$ cat src/rtl/hamming_pkg.sv
`default_nettype none
// ============================================================================
// Module   : hamming_pkg
// Brief    : Shared Hamming(7,4) widths, parity positions, FSM encoding and
//            the reference encode function used by encoder and decoder benches.
// Revision : 1.0  initial release
// ============================================================================
package hamming_pkg;

    localparam int CODE_W  = 7;
    localparam int DATA_W  = 4;

    localparam int P0_IDX  = 0;
    localparam int P1_IDX  = 1;
    localparam int P2_IDX  = 2;

    localparam int STATE_W = 2;
    localparam logic [STATE_W-1:0] ST_IDLE  = 2'd0;
    localparam logic [STATE_W-1:0] ST_SHIFT = 2'd1;
    localparam logic [STATE_W-1:0] ST_GAP   = 2'd2;

    // Codeword layout {d3,d2,d1,d0,p2,p1,p0}
    function automatic logic [CODE_W-1:0] encode74(input logic [DATA_W-1:0] data);
        logic [CODE_W-1:0] code;
        code         = {data, 3'b000};
        code[P2_IDX] = data[3] ^ data[2] ^ data[1];
        code[P1_IDX] = data[3] ^ data[2] ^ data[0];
        code[P0_IDX] = data[3] ^ data[1] ^ data[0];
        return code;
    endfunction

endpackage
`default_nettype wire

$ cat src/rtl/hamming_encoder_74.sv
`default_nettype none
// ============================================================================
// Module   : hamming_encoder_74
// Brief    : Combinational Hamming(7,4) encoder.
// Revision : 1.0  initial release
// ============================================================================
module hamming_encoder_74
    import hamming_pkg::*;
(
    input  logic [DATA_W-1:0] i_dataWord,
    output logic [CODE_W-1:0] o_codeWord
);

    assign o_codeWord = encode74(i_dataWord);

endmodule
`default_nettype wire

$ cat src/rtl/hamming_tx_encoder.sv
`default_nettype none
// ============================================================================
// Module   : hamming_tx_encoder
// Brief    : FIFO-buffered Hamming(7,4) transmitter with a parallel codeword
//            strobe and an MSB-first serial stream. Defining
//            HAMMING_ERR_INJECT_EN adds a single-bit error injector.
// Revision : 1.0  initial release
// ============================================================================
module hamming_tx_encoder
    import hamming_pkg::*;
#(
    parameter int DEPTH      = 4,
    parameter int BIT_PERIOD = 1
) (
    input  logic              Clock,
    input  logic              Reset,
    input  logic [DATA_W-1:0] DataIn,
    input  logic              DataValid,
`ifdef HAMMING_ERR_INJECT_EN
    input  logic              InjectEn,
    input  logic [2:0]        InjectPos,
`endif
    output logic              DataReady,
    output logic [CODE_W-1:0] CodeOut,
    output logic              CodeValid,
    output logic              SerialOut,
    output logic              BitValid,
    output logic              FrameStart,
    output logic              Busy
);

    localparam int                c_AW       = $clog2(DEPTH);
    localparam int                c_PW       = (BIT_PERIOD > 1) ? $clog2(BIT_PERIOD) : 1;
    localparam logic [c_AW:0]     c_FULL     = (c_AW + 1)'(DEPTH);
    localparam logic [c_PW-1:0]   c_PER_LOAD = c_PW'(BIT_PERIOD - 1);
    localparam logic [2:0]        c_TOP_BIT  = 3'(CODE_W - 1);

    logic [DATA_W-1:0]  r_fifoMem [DEPTH];
    logic [c_AW-1:0]    r_wrPtr;
    logic [c_AW-1:0]    r_rdPtr;
    logic [c_AW:0]      r_count;
    logic [STATE_W-1:0] r_state;
    logic [STATE_W-1:0] w_nextState;
    logic [2:0]         r_bitCnt;
    logic [c_PW-1:0]    r_perCnt;
    logic [CODE_W-1:0]  r_codeOut;
    logic               r_codeValid;
    logic               r_frameStart;

    logic               w_push;
    logic               w_pop;
    logic               w_empty;
    logic               w_bitEnd;
    logic               w_lastTick;
    logic [CODE_W-1:0]  w_headCode;
    logic [CODE_W-1:0]  w_injMask;
    logic [CODE_W-1:0]  w_loadCode;

    assign w_empty    = (r_count == '0);
    assign DataReady  = (r_count != c_FULL);
    assign w_push     = DataValid && DataReady;
    assign w_pop      = (r_state == ST_IDLE) && !w_empty;
    assign w_bitEnd   = (r_perCnt == '0);
    assign w_lastTick = w_bitEnd && (r_bitCnt == '0);

    always_ff @(posedge Clock) begin
        if (w_push) begin
            r_fifoMem[r_wrPtr] <= DataIn;
        end
    end

    // Pointers wrap naturally because DEPTH is a power of two
    always_ff @(posedge Clock or posedge Reset) begin
        if (Reset) begin
            r_wrPtr <= '0;
            r_rdPtr <= '0;
            r_count <= '0;
        end else begin
            if (w_push) r_wrPtr <= r_wrPtr + c_AW'(1);
            if (w_pop)  r_rdPtr <= r_rdPtr + c_AW'(1);
            case ({w_push, w_pop})
                2'b10:   r_count <= r_count + (c_AW + 1)'(1);
                2'b01:   r_count <= r_count - (c_AW + 1)'(1);
                default: r_count <= r_count;
            endcase
        end
    end

    hamming_encoder_74 u_encoder (
        .i_dataWord (r_fifoMem[r_rdPtr]),
        .o_codeWord (w_headCode)
    );

`ifdef HAMMING_ERR_INJECT_EN
    // Position p flips bit p-1, matching the decoder's error-position report
    always_comb begin
        w_injMask = '0;
        if (InjectEn && (InjectPos != 3'd0)) begin
            w_injMask = CODE_W'(1) << (InjectPos - 3'd1);
        end
    end
`else
    assign w_injMask = '0;
`endif

    assign w_loadCode = w_headCode ^ w_injMask;

    always_ff @(posedge Clock or posedge Reset) begin
        if (Reset) begin
            r_state <= ST_IDLE;
        end else begin
            r_state <= w_nextState;
        end
    end

    always_comb begin
        w_nextState = r_state;
        case (r_state)
            ST_IDLE:  if (!w_empty)   w_nextState = ST_SHIFT;
            ST_SHIFT: if (w_lastTick) w_nextState = ST_GAP;
            ST_GAP:   w_nextState = ST_IDLE;
            default:  w_nextState = ST_IDLE;
        endcase
    end

    always_ff @(posedge Clock or posedge Reset) begin
        if (Reset) begin
            r_codeOut    <= '0;
            r_codeValid  <= 1'b0;
            r_frameStart <= 1'b0;
            r_bitCnt     <= '0;
            r_perCnt     <= '0;
        end else begin
            r_codeValid  <= w_pop;
            r_frameStart <= w_pop;
            if (w_pop) begin
                r_codeOut <= w_loadCode;
                r_bitCnt  <= c_TOP_BIT;
                r_perCnt  <= c_PER_LOAD;
            end else if (r_state == ST_SHIFT) begin
                if (w_bitEnd) begin
                    if (r_bitCnt != 3'd0) begin
                        r_bitCnt <= r_bitCnt - 3'd1;
                        r_perCnt <= c_PER_LOAD;
                    end
                end else begin
                    r_perCnt <= r_perCnt - c_PW'(1);
                end
            end
        end
    end

    always_comb begin
        BitValid  = (r_state == ST_SHIFT);
        SerialOut = BitValid && r_codeOut[r_bitCnt];
        Busy      = (r_state != ST_IDLE) || !w_empty;
    end

    assign CodeOut    = r_codeOut;
    assign CodeValid  = r_codeValid;
    assign FrameStart = r_frameStart;

endmodule
`default_nettype wire

$ cat config.mk
export PLATFORM = sky130hd
export DESIGN_NAME = hamming_tx_encoder
export DESIGN_NICKNAME = d
export VERILOG_FILES = /design/src/rtl/hamming_pkg.sv /design/src/rtl/hamming_encoder_74.sv /design/src/rtl/hamming_tx_encoder.sv
export SDC_FILE = /design/constraint.sdc
export NUM_CORES = 1
export LEC_CHECK = 0
export BUFFER_PORTS_ARGS = -buffer_cell sky130_fd_sc_hd__buf_2
export CAP_MARGIN = 20
export CORE_MARGIN = 2
export CORE_UTILIZATION = 48
export CTS_CLUSTER_DIAMETER = 40
export DETAILED_ROUTE_END_ITERATION = 10
export PLACE_DENSITY = 0.65
export SYNTH_ARGS = -nofsm -noshare
export SYNTH_HDL_FRONTEND = slang
export SYNTH_SLANG_ARGS = --single-unit
$ cat constraint.sdc
create_clock -name Clock -period 2.5 [get_ports Clock]
set_input_delay 0.25 -clock Clock [delete_from_list [all_inputs] [get_ports Clock]]
set_output_delay 0.25 -clock Clock [all_outputs]
set_load 0.01 [all_outputs]
==> results of run 1 <==
[layout make-up]
class | instances | area [um^2] | share of cell area [%]
Timing Repair Buffer | 19 | 95.1 | 5.12
Clock inverter | 1 | 5.00 | 0.269
Clock buffer | 7 | 45.0 | 2.42
Sequential cell | 36 | 981 | 52.8
Tap cell | 46 | 57.6 | 3.10
Inverter | 12 | 45.0 | 2.42
Multi-Input combinational cell | 61 | 629 | 33.9
[flip-flops by register name, indices dropped and copies added, names as in the netlist]
name / flops
r_count: 3
r_wrPtr: 2
FrameStart: 1
CodeOut: 7
r_fifoMem: 16
r_state: 2
r_bitCnt: 3
r_rdPtr: 2
[cell families after synthesis]
kind of cell    Yosys count
flops                    36
compound gates            7
fa+ha+maj                 8
mux                      15
xor+xnor                  9
simple gates             22
buf+inv                  14
[worst max-delay path, cell delays in order (launching register included)]
cell	delay, ns
sky130_fd_sc_hd__dfrtp_1	0.43
sky130_fd_sc_hd__or3b_1	0.46
sky130_fd_sc_hd__and2_1	0.23
sky130_fd_sc_hd__inv_1	0.07
sky130_fd_sc_hd__ha_1	0.17
sky130_fd_sc_hd__inv_1	0.06
sky130_fd_sc_hd__fa_1	0.37
sky130_fd_sc_hd__xor2_1	0.15
sky130_fd_sc_hd__nor2_1	0.12
sky130_fd_sc_hd__xor2_1	0.19
[worst paths after layout]
check	cells after the start	endpoint	slack (ns)
setup / recovery	9	r_count[2]	0.16
hold / removal	2	r_rdPtr[1]	0.03
setup reg to reg	9	r_count[2]	0.16
hold reg to reg	1	CodeOut[2]	0.54
max in group asynchronous	2	r_wrPtr[0]	1.99
min in group Clock	1	r_fifoMem[0][3]	0.12
[synth_stat cells (2+ instances only)]
| cell type | number |
|---|---|
| sky130_fd_sc_hd__and2_1 | 2 |
| sky130_fd_sc_hd__nand3_1 | 2 |
| sky130_fd_sc_hd__and3_1 | 4 |
| sky130_fd_sc_hd__xor3_1 | 3 |
| sky130_fd_sc_hd__dfrtp_1 | 20 |
| sky130_fd_sc_hd__nor2_1 | 3 |
| sky130_fd_sc_hd__xnor2_1 | 4 |
| sky130_fd_sc_hd__ha_1 | 7 |
| sky130_fd_sc_hd__or3_1 | 2 |
| sky130_fd_sc_hd__mux4_2 | 4 |
| sky130_fd_sc_hd__mux2_2 | 8 |
| sky130_fd_sc_hd__o21ai_0 | 4 |
| sky130_fd_sc_hd__inv_1 | 11 |
| sky130_fd_sc_hd__xor2_1 | 2 |
| sky130_fd_sc_hd__nand2_1 | 3 |
| sky130_fd_sc_hd__edfxtp_1 | 16 |
[per-stage QoR]
| stage | hold slack (ns) | total power, uW | worst slack, ns | instances |
|---|---|---|---|---|
| 2_1_floorplan | 0.214 | 1920 | 0.318 | 111 |
| 3_3_place_gp | 0.415 | 2150 | 0.320 | 174 |
| 3_5_place_dp | 0.432 | 2200 | 0.198 | 174 |
| 4_1_cts | 0.0510 | 2510 | 0.161 | 182 |
| 5_1_grt | 0.0912 | 2680 | 0.0107 | 182 |
| 6_report | 0.0325 | 2470 | 0.164 | 182 |
[power by group]
part / switching (uW) / internal, uW
Clock: 181 / 110
Combinational: 508 / 641
Sequential: 183 / 847
[per-layer routing]
metal / track usage (%) / vias to the layer above / share of wire [%]
li1: - / 442 / -
met1: 18.4 / 469 / 42
met2: 27.9 / 21 / 52
met3: 4.82 / 8 / 4.5
met4: 6.67 / 0 / 1.9
met5: 0 / - / 0
==> flow_results.org, run 1 <==
** Status
- The run finished with clean final reports.

** STA
- Normalized max-slew margin :: 48.8%
- Highest clock rate :: 428 MHz
- The final number of max-transition violations came to 0.
- Number of hold violations in the final report :: 0
- Adding up every negative setup slack in the final design gives 0 ns.
- The worst path uses 93.4% of the clock period.
- RSZ-0062 raised after global routing :: no
- For the pin with the worst max-slew slack, the measured transition is 0.767 ns.
- Number of failing setup endpoints in the final timing report :: 0
- Worst setup skew after layout :: 0.00710 ns
- Time the final worst path needs with I/O delays and setup :: 2.34 ns

** Worst setup path
- Required time of the worst setup path :: 2.75 ns
- CP max FO :: 6
- Startpoint of the worst setup timing path :: r_count[0]
- The worst setup path is captured at a flop.
- At the worst endpoint, the arrival time is 2.59 ns.
- The critical path is of the flop to flop type.
- The worst setup path is launched from a flop.
- Reg-to-reg critical path startpoint :: r_count[0]

** Yosys
- Register area share after synthesis :: 58.6%
- Syn avg cell area :: 15.1 um^2
- For this run, the leading register cell type out of synthesis is sky130_fd_sc_hd__dfrtp_1.
- Ys Warns :: 0
- In this run, synthesis inferred 16 flip-flops with an integrated enable.
- After synthesis the cells add up to 1670 um^2.
- Area leader, netlist :: sky130_fd_sc_hd__dfrtp_1
- After Yosys synthesis, full adders, half adders and majority gates account for 6.43% of the synthesized area.
- Area share of the largest cell type after synthesis :: 29.9%
- Summing the areas of all compound-gate instances in the mapped netlist gives 2.54% of the synthesized area.
- Simple-gate area share of the yosys netlist :: 7.40%
- After synthesis the netlist holds a flip-flop and latch count of 36.
- In the synthesized netlist, mux cells make up 13.8% of the area.
- Cell count after synthesis :: 111
- Most area-consuming cells after synthesis :: sky130_fd_sc_hd__dfrtp_1, sky130_fd_sc_hd__edfxtp_1, sky130_fd_sc_hd__mux2_2
- Net count after synthesis :: 126
- Synth async-reset ratio :: 55.6%
- In this run, distinct cell masters in the synthesized netlist total 32.
- The synthesized netlist devotes 7.40% of its cell area to XOR and XNOR gates.
- By area, the combinational part of the netlist is dominated by multiplexers.

** Detailed routing
- The routed design has 2710 um of wire.
- After the first detailed-routing iteration, the DRC count stood at 48.
- Post-route DRC violation count :: 0
- In the final routed layout, each cell accounts on average for 14.9 um.
- After detailed routing, the number of vias per cell comes to 5.16.
- In this run the remaining antenna-violating nets after routing total 0.
- Vias after detailed routing :: 940
- Before antenna repair, the detailed router went through 2 iterations.

** Die
- Floorplan row count :: 21
- For this configuration, the core starts out at a cell density of 50.2%.
- Die Ht :: 63.1 um
- Core footprint :: 3340 um^2
- 20 I/O pins were placed.
- From left edge to right edge, the die measures 63.1 um.
- The die covers 3980 um^2.

** CTS
- CTS clock-pin slew for the worst setup and hold paths :: 0.10 ns
- Cell chosen for the clock root :: sky130_fd_sc_hd__clkbuf_4
- Maximum number of buffers from clock root to sink :: 2
- Setup bufs post-CTS :: 0
- Clock tree synthesis inserted a total of 5 buffers.
- Worst-skew pair later-pin latency :: 0.34 ns
- CTS resizes :: 0
- CTS built an H-tree with a depth of 2.
- CTS saw 36 sinks.
- TritonCTS built the clock tree.
- Buffers inserted to repair hold after CTS numbered 0.

** Global route
- The first global-routing pass estimated 4760 um of wire.
- The via count of the first global-routing pass was 1003.
- Maximum number of pins on one net before global-route repair :: 21
- Summed over all layers, the global routing overflow is 0.
- The initial antenna violation count was 0.
- In the global route stage, overall resource usage came out at 16.1%.

** Run
- The tool flagged a number of max-cap violations equal to 0.

** Placed design
- Routability congestion estimate :: 0.713
- The count of buffers added on input and output ports is 19.
- Placement Cell Area :: 1810 um^2
- Detailed placement ended at an HPWL of 1960 um.

** Min path
- Min-delay worst type :: primary input to asynchronous set/reset pin

** Final layout
- Diodes inserted :: 0
- Area added between synthesis and finish :: 11.0%
- In the final design database the tool counted 150 nets.
- Counting the fill cells in the layout gives 296.
- Cell area after layout :: 1860 um^2
- Ratio of cells with drive above 1 in the final layout :: 28.7%
- Most used cells in the layout excluding fill and tap cells :: sky130_fd_sc_hd__dfrtp_1, sky130_fd_sc_hd__buf_2, sky130_fd_sc_hd__edfxtp_1
- Commonest non-fill, non-tap cell in the layout :: sky130_fd_sc_hd__dfrtp_1
- Final core utilization :: 55.7%

** Power and ir drop
- For this design the ratio of total power to cell area is 1330 nW/um^2.
- Static Leak :: 0.000812 uW
- Worst ir drop on vdd :: 0.000637 V
No activity file was read; power rests on OpenSTA's default activity.
==> inputs of run 2 (changes only) <==
Clock period 2.5 ns to 2.7 ns, I/O delays scaled along.
==> flow_results.org, run 2 (synthesis results as in run 1) <==
** Global route
- Number of global-route vias before repair :: 1000
- Global route overflow :: 0
- The initial antenna violation count is 0.
- All-layer global routing usage :: 16.1%
- The first global-routing pass estimated 4760 um of wire.
- Entering global routing, the biggest net connects 21 pins.

** CTS
- Max H-tree Level :: 2
- Maximum number of buffers from clock root to sink :: 2
- Clock tree from TritonCTS :: done
- After clock tree synthesis, the setup repair step added 0 buffers.
- Gates resized during post-CTS repair numbered 0.
- Number of buffers created by CTS :: 5
- Clock latency on the worst-skew pair, taken at its later pin, is 0.34 ns.
- CTS clock-pin slew for the worst setup and hold paths :: 0.10 ns
- Clock sink count :: 36
- Hold buffers post-CTS :: 0
- The tree is rooted in a sky130_fd_sc_hd__clkbuf_4.

** Run
- Count of maximum capacitance violations :: 0

** Detailed routing
- After the first detailed-routing iteration, the DRC count stood at 47.
- Count of TritonRoute iterations in the first routing pass :: 2
- After detailed routing, the number of remaining DRC violations is 0.
- After detailed routing, the number of vias per cell comes to 5.18.
- Detailed Route WL :: 2710 um
- Post-route antenna net violation count :: 0
- Met2 routed wirelength :: 1400 um
- WL met1 :: 1140 um
- Detail-routed net length per standard cell :: 14.9 um
- In the detailed route, the total length drawn on met3 is 122 um.
- Across all layers, the routed design uses 942 vias.
- Top routing layer in use :: met4

** Power and ir drop
- Summed over all cells, the static leakage comes to 0.000812 uW.
- For this design the ratio of total power to cell area is 1230 nW/um^2.
- Worst ir drop on vdd :: 0.000591 V

** Die
- Core footprint :: 3340 um^2
- The die is 63.1 um tall.
- Die outline width :: 63.1 um
- Floorplan row count :: 21
- Pin placement for this block handled 20 I/O pins.
- Starting density of the core :: 50.2%
- The floorplan step defined a die boundary enclosing 3980 um^2.

** Worst setup path
- Class of the most critical setup path :: flop to flop
- Along the worst path, the maximum fanout reaches 6.
- Data arrival at the endpoint of the critical path :: 2.59 ns
- Type of destination of the critical path :: flop
- The worst setup path is launched from a flop.
- For the worst setup path, the data required time is 2.95 ns.

** STA
- Across all hold checks on the routed design, the worst slack comes to 0.0523 ns.
- After layout, the minimum clock period comes to 2.34 ns.
- The hold violation total from the final report came to 0.
- Normalized max-slew margin :: 48.8%
- Setup repair after global routing left no endpoint under its margin.
- At the pin with the least slew margin, the transition time is 0.767 ns.
- Highest clock rate :: 427 MHz
- Share of the clock period used by the worst path :: 86.7%
- The final number of max-transition violations came to 0.
- Setup violations remaining at the end of the flow were counted as 0.
- In the final timing run, aggregate negative setup slack is 0 ns.
- Worst setup skew after layout :: 0.00677 ns

** Placed design
- Number of port buffers :: 19
- Placement Cell Area :: 1810 um^2
- Routability congestion estimate :: 0.713
- After legalization and detailed placement, the total HPWL measured 1960 um.

** Final layout
- Commonest non-fill, non-tap cell in the layout :: sky130_fd_sc_hd__dfrtp_1
- Number of nets at the end of the flow :: 150
- Most used cells in the layout excluding fill and tap cells :: sky130_fd_sc_hd__dfrtp_1, sky130_fd_sc_hd__buf_2, sky130_fd_sc_hd__edfxtp_1
- Cell area after layout :: 1860 um^2
- Max reg flops :: 16
- Diodes inserted :: 0
- Register ranked first by flip-flop count :: r_fifoMem
- The area growth from synthesis to layout is 11.0%.
- Of the cells placed in the final design, the portion with a size suffix greater than 1 is 28.7%.
- For this run, the share of the core covered by cells in the final layout is 55.7%.
- Total of fill cells in the finished design :: 294

** Min path
- In this run the worst hold path is classified as primary input to asynchronous set/reset pin.

** Status
- Status :: finished, final reports clean
## run 2: per-stage QoR
| stage | std cells | power (uW) | setup slack, ns |
|---|---|---|---|
| 3_5_place_dp | 174 | 2040 | 0.398 |
| 5_1_grt | 182 | 2480 | 0.211 |
| 6_report | 182 | 2290 | 0.360 |
| 2_1_floorplan | 111 | 1770 | 0.518 |
| 4_1_cts | 182 | 2320 | 0.361 |
| 3_3_place_gp | 174 | 1990 | 0.520 |
## run 2: layer usage
| layer | track usage [%] | up-vias |
|---|---|---|
| li1 | - | 443 |
| met1 | 18.4 | 470 |
| met2 | 27.9 | 21 |
| met3 | 4.82 | 8 |
| met4 | 6.67 | 0 |
| met5 | 0 | - |
## run 2: final cells by class
class | count | area, um^2 | area share, %
timing repair buffer | 19 | 95.1 | 5.12
multi-input combinational | 61 | 629 | 33.9
clock inverter | 1 | 5.00 | 0.269
inverter | 12 | 45.0 | 2.42
sequential | 36 | 981 | 52.8
clock buffer | 7 | 45.0 | 2.42
tap | 46 | 57.6 | 3.10
## run 2: report_power, final
| part | internal [uW] | leakage (uW) | switching (uW) |
|---|---|---|---|
| clock network | 101 | 0.0000293 | 168 |
| logic | 593 | 0.000402 | 471 |
| registers | 784 | 0.000381 | 169 |
## run 2: path summary, 6_finish.rpt
check,startpoint,end,slack [ns],depth (start not counted)
worst max register to register,r_count[0],r_count[2],0.36,9
worst max-delay path,r_count[0],r_count[2],0.36,9
max in group asynchronous,Reset,r_wrPtr[0],2.17,2
min in group Clock,DataIn[3],r_fifoMem[0][3],0.14,1
worst min-delay path,Reset,r_rdPtr[1],0.05,2
worst min register to register,CodeOut[2],CodeOut[2],0.54,1
## run 2: critical path, stage by stage, from the launching register on
cell and delay [ns]:
sky130_fd_sc_hd__dfrtp_1 0.43, sky130_fd_sc_hd__or3b_1 0.46, sky130_fd_sc_hd__and2_1 0.23, sky130_fd_sc_hd__inv_1 0.07, sky130_fd_sc_hd__ha_1 0.17, sky130_fd_sc_hd__inv_1 0.06, sky130_fd_sc_hd__fa_1 0.37, sky130_fd_sc_hd__xor2_1 0.15
sky130_fd_sc_hd__nor2_1 0.12, sky130_fd_sc_hd__xor2_1 0.19
